--- config.mk ---
export PLATFORM = sky130hd
export DESIGN_NAME = branch_resolver
export DESIGN_NICKNAME = d
export VERILOG_FILES = /design/src/rtl/branch_resolver.sv
export SDC_FILE = /design/constraint.sdc
export NUM_CORES = 1
export LEC_CHECK = 0
export CORE_MARGIN = 2
export CORE_UTILIZATION = 39
export CTS_CLUSTER_SIZE = 10
export DETAILED_ROUTE_END_ITERATION = 8
export PLACE_DENSITY = 0.67
export SLEW_MARGIN = 30
export SYNTH_ARGS = -nofsm -noshare
export SYNTH_HDL_FRONTEND = slang
export SYNTH_SLANG_ARGS = --single-unit
--- constraint.sdc ---
create_clock -name clk -period 2.8 [get_ports clk]
set_input_delay 0.56 -clock clk [delete_from_list [all_inputs] [get_ports clk]]
set_output_delay 0.56 -clock clk [all_outputs]
set_load 0.02 [all_outputs]
--- src/rtl/branch_resolver.sv ---
// branch_resolver: in-order queue of fetch predictions checked against execute outcomes; BRES_STATS_EN adds resolve/mispredict counters.
// Latency: redirect and BTB write registered one cycle after resolve; backpressure via fetch_ready (low when full or draining).
module branch_resolver #(
  parameter int DEPTH = 4
) (
  input  logic        clk,
  input  logic        rst_n,
  input  logic        fetch_valid,
  input  logic [15:0] fetch_PC,
  input  logic [15:0] fetch_NPC_pred,
  output logic        fetch_ready,
  input  logic        res_valid,
  input  logic [15:0] res_PC,
  input  logic [15:0] res_NPC_actual,
  output logic        redirect_valid,
  output logic [15:0] redirect_PC,
  output logic        btb_we,
  output logic [15:0] btb_PC_actual,
  output logic [15:0] btb_NPC_actual,
  output logic        protocol_err
`ifdef BRES_STATS_EN
  , output logic [15:0] stat_resolved
  , output logic [15:0] stat_mispredict
`endif
);

  localparam int AW = $clog2(DEPTH);
  localparam logic [AW:0]   CNT_FULL = (AW+1)'(DEPTH);
  localparam logic [AW:0]   CNT_ONE  = (AW+1)'(1);
  localparam logic [AW-1:0] PTR_ONE  = AW'(1);

  typedef enum logic {
    RUN   = 1'b0,
    DRAIN = 1'b1
  } state_t;

  state_t        state;
  state_t        state_nxt;
  logic [13:0]   q_pc  [DEPTH];
  logic [13:0]   q_npc [DEPTH];
  logic [AW-1:0] rd_ptr;
  logic [AW-1:0] wr_ptr;
  logic [AW:0]   count;
  logic          push;
  logic          resolve;
  logic          mispredict;
  logic          pc_err;
  logic          empty_err;

  // PCs are word aligned, so the two low bits never carry information.
  logic unused_lsbs;
  assign unused_lsbs = ^{fetch_PC[1:0], fetch_NPC_pred[1:0]};

  always_comb begin
    state_nxt   = state;
    fetch_ready = 1'b0;
    push        = 1'b0;
    resolve     = 1'b0;
    mispredict  = 1'b0;
    pc_err      = 1'b0;
    empty_err   = 1'b0;
    if (state == RUN) begin
      fetch_ready = (count < CNT_FULL);
      push        = fetch_valid && fetch_ready;
      if (res_valid) begin
        if (count != '0) begin
          resolve    = 1'b1;
          mispredict = (q_npc[rd_ptr] != res_NPC_actual[15:2]);
          pc_err     = (q_pc[rd_ptr] != res_PC[15:2]);
        end else begin
          empty_err = 1'b1;
        end
      end
      if (mispredict) begin
        state_nxt = DRAIN;
      end
    end else begin
      state_nxt = RUN;
    end
  end

  always_ff @(posedge clk) begin
    if (push) begin
      q_pc[wr_ptr]  <= fetch_PC[15:2];
      q_npc[wr_ptr] <= fetch_NPC_pred[15:2];
    end
  end

  always_ff @(posedge clk) begin
    if (!rst_n) begin
      state          <= RUN;
      rd_ptr         <= '0;
      wr_ptr         <= '0;
      count          <= '0;
      redirect_valid <= 1'b0;
      redirect_PC    <= '0;
      btb_we         <= 1'b0;
      btb_PC_actual  <= '0;
      btb_NPC_actual <= '0;
      protocol_err   <= 1'b0;
    end else begin
      state          <= state_nxt;
      redirect_valid <= mispredict;
      btb_we         <= mispredict;
      if (pc_err || empty_err) begin
        protocol_err <= 1'b1;
      end
      if (mispredict) begin
        redirect_PC    <= res_NPC_actual;
        btb_PC_actual  <= res_PC;
        btb_NPC_actual <= res_NPC_actual;
        // Everything younger than the mispredicted entry is wrong-path,
        // including a fetch offered in this same cycle.
        rd_ptr         <= '0;
        wr_ptr         <= '0;
        count          <= '0;
      end else begin
        if (push) begin
          wr_ptr <= wr_ptr + PTR_ONE;
        end
        if (resolve) begin
          rd_ptr <= rd_ptr + PTR_ONE;
        end
        case ({push, resolve})
          2'b10:   count <= count + CNT_ONE;
          2'b01:   count <= count - CNT_ONE;
          default: count <= count;
        endcase
      end
    end
  end

`ifdef BRES_STATS_EN
  always_ff @(posedge clk) begin
    if (!rst_n) begin
      stat_resolved   <= '0;
      stat_mispredict <= '0;
    end else begin
      if (resolve && (stat_resolved != 16'hFFFF)) begin
        stat_resolved <= stat_resolved + 16'd1;
      end
      if (mispredict && (stat_mispredict != 16'hFFFF)) begin
        stat_mispredict <= stat_mispredict + 16'd1;
      end
    end
  end
`endif

endmodule
Word level (Yosys, flattened, before mapping)

Memories as Yosys holds them, arrays and structs flattened. A register that Yosys moved wholly into a read port is not among the register bits.
Index checks and enable logic that the tools add are counted.

Input port bits: 68
Bits in read-only memories: 0
Memory bits (writable): 112
Latch bits: 0
Word-level logic and storage cells: 49
Memories: 2
Register bits: 42
Output and inout port bits: 52

Memory list:

| name  | words | width | rd ports | clocked after Yosys merged registers in | write ports | RTL line | RTL |
|---|---|---|---|---|---|---|---|
| q_npc | 4     | 14    | 1        | 1                                       | 1           | 40       | `logic [13:0] q_npc [DEPTH];` |
| q_pc  | 4     | 14    | 1        | 1                                       | 1           | 39       | `logic [13:0] q_pc [DEPTH];` |

Shift operators: 0
Reduce and logical (&&, ||, !) cells: 6
Bitwise logic cells: 1
$lt $le $gt $ge: 1
$mul: 0
Divide/modulo/power cells: 0
Mux-type cells: 23
Equal/unequal tests: 4
Add/subtract/negate cells: 4

Operators with widths:

| operator                                             | number |
|---|---|
| != test 14 bit                                       | 2 |
| two-way mux 1 bit                                    | 18 |
| two-way mux 2 bit                                    | 4 |
| case mux 3 bit (2 select lines)                      | 1 |
| adder 2 x 1 -> 2 bit (second input constant)         | 2 |
| OR reduction 2 bit                                   | 2 |
| adder 3 x 1 -> 3 bit (second input constant)         | 1 |
| less-than comparator 3 bit (second input constant)   | 1 |
| nonzero test 3 bit                                   | 1 |
| subtractor 3 x 1 -> 3 bit (second input constant)    | 1 |
| equality test 2 x 1 -> 1 bit (second input constant) | 1 |
| equality test 2 bit (second input constant)          | 1 |
| nonzero test 2 bit                                   | 1 |
| logical AND 1 bit                                    | 1 |
| logical OR 1 bit                                     | 1 |
| NOT 1 bit                                            | 1 |

Depth between registers and ports, before layout

Word-level depth: 7
Mapped depth: 11
Mapped depth without buffers: 10

Worst setup path before layout

Ideal clock, no wire load.

Path type: register -> register
Start: register (tool-made name)
End: register protocol_err
Stages on the path, launching flop included: 9
Required time: 2.685 ns
Arrival time: 2.166 ns
Buffers on the path: 3
Setup time: 0.115 ns
Clock period less this slack: 2.280 ns
Path slack: 0.520 ns
Cell sequence: dfxtp_1 buf_6 buf_6 buf_2 mux4_2 xor2_1 nor4_1 a311oi_1 o21a_1

RTL lines:

| element              | RTL line | RTL |
|---|---|---|
| end signal, assigned | 100      | `protocol_err <= 1'b0;` |
| end signal, assigned | 106      | `protocol_err <= 1'b1;` |
| end, declared        | 20       | `output logic protocol_err` |

==> impl_metrics.yaml <==
run_status:
  outcome: "completed"
yosys:
  yosys.area.top_type: "edfxtp_1"
  synth-simple-area-share_pct: 6.890
  ys_async_sr_fraction_pct: 0
  synth_xor_area_share_pct: 4.435
  synth-seq-area-share_pct: 67.16
  synth_compound_area_share_pct: 0.9701
  synth_flop_cell: "edfxtp_1"
  synthTopCellsByArea: "edfxtp_1 (53%), dfxtp_1 (14%), mux4_2 (10%), mux2i_1 (5.1%), nand2_1 (3.9%)"
  synth_top_area_share_pct: 53.22
  synth_seq_cells: 156
  synth_area_um2: 6320
  netlist_instances: 404
  syn_area_per_cell_um2: 15.64
  synthMuxAreaShare_pct: 15.05
  ys.warnings.count: 0
  synth_top_family_by_area: "multiplexers"
  synth_fa_ha_area_share_pct: 1.307
  ys_types: 31
  syn_nets: 478
  synth_edf_count: 112
sta:
  fin_worst_skew_ns: 0.01337
  slew_viol_final: 0
  setup_violations: 0
  fin_crit_ns: 2.414
  max_freq_mhz: 414.3
  final.setup.tns_ns: 0
  whs_ns: 0.4603
  hold_viol_final: 0
  rsz0062_at_grt: "no"
  period_share_pct: 86.21
  slew-limit-headroom_pct: 51.80
  worst_pin_slew_ns: 0.7230
clock_tree:
  clk_latency_ns: 0.42
  h-tree-depth: 4
  tritoncts: "built"
  cts_resized: 0
  cts_setup_buffers: 0
  ctsHoldBuffers: 0
  path_clk_slew_ns: 0.06
  cts_made_buffers: 17
  root_buffer: "clkbuf_16"
  clockBufferDepth: 2
  clock_sinks: 156
hold_path:
  holdCritPathClass: "register to register"
finish:
  final_layout_size_suffix_gt1_share_pct: 14.56
  finalNetCount: 590
  layout_common_cells: "clkdlybuf4s50_1 (114), edfxtp_1 (112), nand2_1 (66)"
  nFillCells: 1353
  syn2layout_area_growth_pct: 30.98
  seq_area_um2: 4245
  n_antenna_cell: 0
  final_common_cell: "clkdlybuf4s50_1"
  multi_input_area_um2: 1822
setup_path:
  worst_setup_path_end_kind: "register"
  cp_data_required_time_ns: 3.11
  cp-start-kind: "register"
  crit_arrival_ns: 2.73
  cp_max_fo: 29
  critPathKind: "register to register"
global_route:
  grtUsageMet2_pct: 26.96
  grt_pass1_wl_um: 19780
  track_usage_pct: 15.22
  grtUsageMet3_pct: 4.398
  grt_start_max_net_pins: 76
  grt_busiest_layer: "met2"
  grt_overflow_total: 0
  antenna_found_initial: 0
  grt_pass1_vias: 3706
  grtUsageMet1_pct: 17.08
floorplan:
  coreArea_um2: 15890
  die_h_um: 131.3
  rows: 46
  die_x_um: 131.3
  fp.dieArea_um2: 17240
  start_util_pct: 39.78
  io-pin-count: 120
detailed_routing:
  routed_wl_um: 12780
  via_per_inst: 4.761
  wire_per_inst_um: 17.15
  drc_errors: 0
  dr.pass1.iters: 4
  drtAntennaViolNets: 0
  dr_total_vias: 3547
  drt-initial-drc-count: 172
placed_design:
  place_congestion: 0.7143
  io_buffers: 115
  place_hpwl_um: 8316
pwr:
  vdd_drop_max_v: 0.0004547
  p_leak_nw: 2.766
  pwr_density_cell_nw_per_um2: 864.3
flow_run:
  max-cap-violations: 0
-- worst paths after layout --
path	startpoint	to	slack, ns	cells past startpoint
worst max-delay path	register	state$_SDFF_PP0_	0.39	8
worst min-delay path	btb_PC_actual[9]$_SDFFE_PN0P_	btb_PC_actual[9]$_SDFFE_PN0P_	0.46	2
worst max register to register	register	state$_SDFF_PP0_	0.39	8
worst min register to register	btb_PC_actual[9]$_SDFFE_PN0P_	btb_PC_actual[9]$_SDFFE_PN0P_	0.46	2
-- power by group --
| part | internal (W) | total (W) | switching [W] |
|---|---|---|---|
| registers | 0.00289 | 0.00303 | 0.000141 |
| clock network | 0.00158 | 0.00248 | 0.000899 |
| logic | 0.000780 | 0.00164 | 0.000863 |
| total | 0.00525 | 0.00715 | 0.00190 |
-- metal layers --
layer,routed length (um),part of all wire [%],vias to the layer above
met5,0,0,-
met4,259,2.0,0
met3,506,4.0,21
met2,6677,52,76
met1,5334,42,1764
li1,-,-,1686
-- worst max-delay path: stages (launching register included) --
cell and delay, ns:
dfxtp_1 0.54, buf_4 0.31, mux4_2 0.34, xnor2_1 0.18
nand4_1 0.12, nor2_1 0.33, a21oi_4 0.11, buf_12 0.20
and2_1 0.17
-- cell type report --
cell class                 instances  area share (%)
sequential                       156           51.28
multi-input combinational        204           22.01
timing repair buffer             129           15.27
clock buffer                      18           5.184
tap                              216           3.265
clock inverter                    14           2.630
inverter                           8          0.3628
-- flip-flops by register name (all words and copies together), names as in the netlist, named ones only --
name            flops
btb_NPC_actual     16
btb_PC_actual      16
btb_we              1
count               3
protocol_err        1
q_npc              56
q_pc               56
rd_ptr              2
state               1
wr_ptr              2
-- logic make-up after synthesis --
group,Yosys count
flops,156
simple gates,97
mux,60
buf+inv,44
xor+xnor,32
compound gates,9
fa+ha+maj,6
-- cells in the mapped netlist (3+ instances only) --
cell type	count
edfxtp_1	112
nand2_1	66
dfxtp_1	44
mux2i_1	32
mux4_2	28
xnor2_1	18
buf_4	17
xor2_1	14
clkbuf_1	9
inv_1	8
nor2_1	6
nor3b_1	6
buf_2	5
ha_1	5
and3_1	4
buf_6	4
nand4_1	4
a21boi_0	3
a21oi_1	3
and2_1	3
nor4_1	3
-- per-stage QoR --
step / std cells / power, W / instance area, um^2 / setup slack (ns) / util, %
global route: 745 / 0.007450 / 8278 / 0.1670 / 52.11
CTS: 745 / 0.007240 / 8278 / 0.2945 / 52.11
detailed placement: 713 / 0.004744 / 7631 / 0.08340 / 48.04
global placement: 713 / 0.004693 / 7631 / 0.1410 / 48.04
floorplan: 404 / 0.004097 / 6320 / 0.5196 / -
finish: 745 / 0.007155 / 8278 / 0.3862 / 52.11
Power figures use the tool's default switching activity.
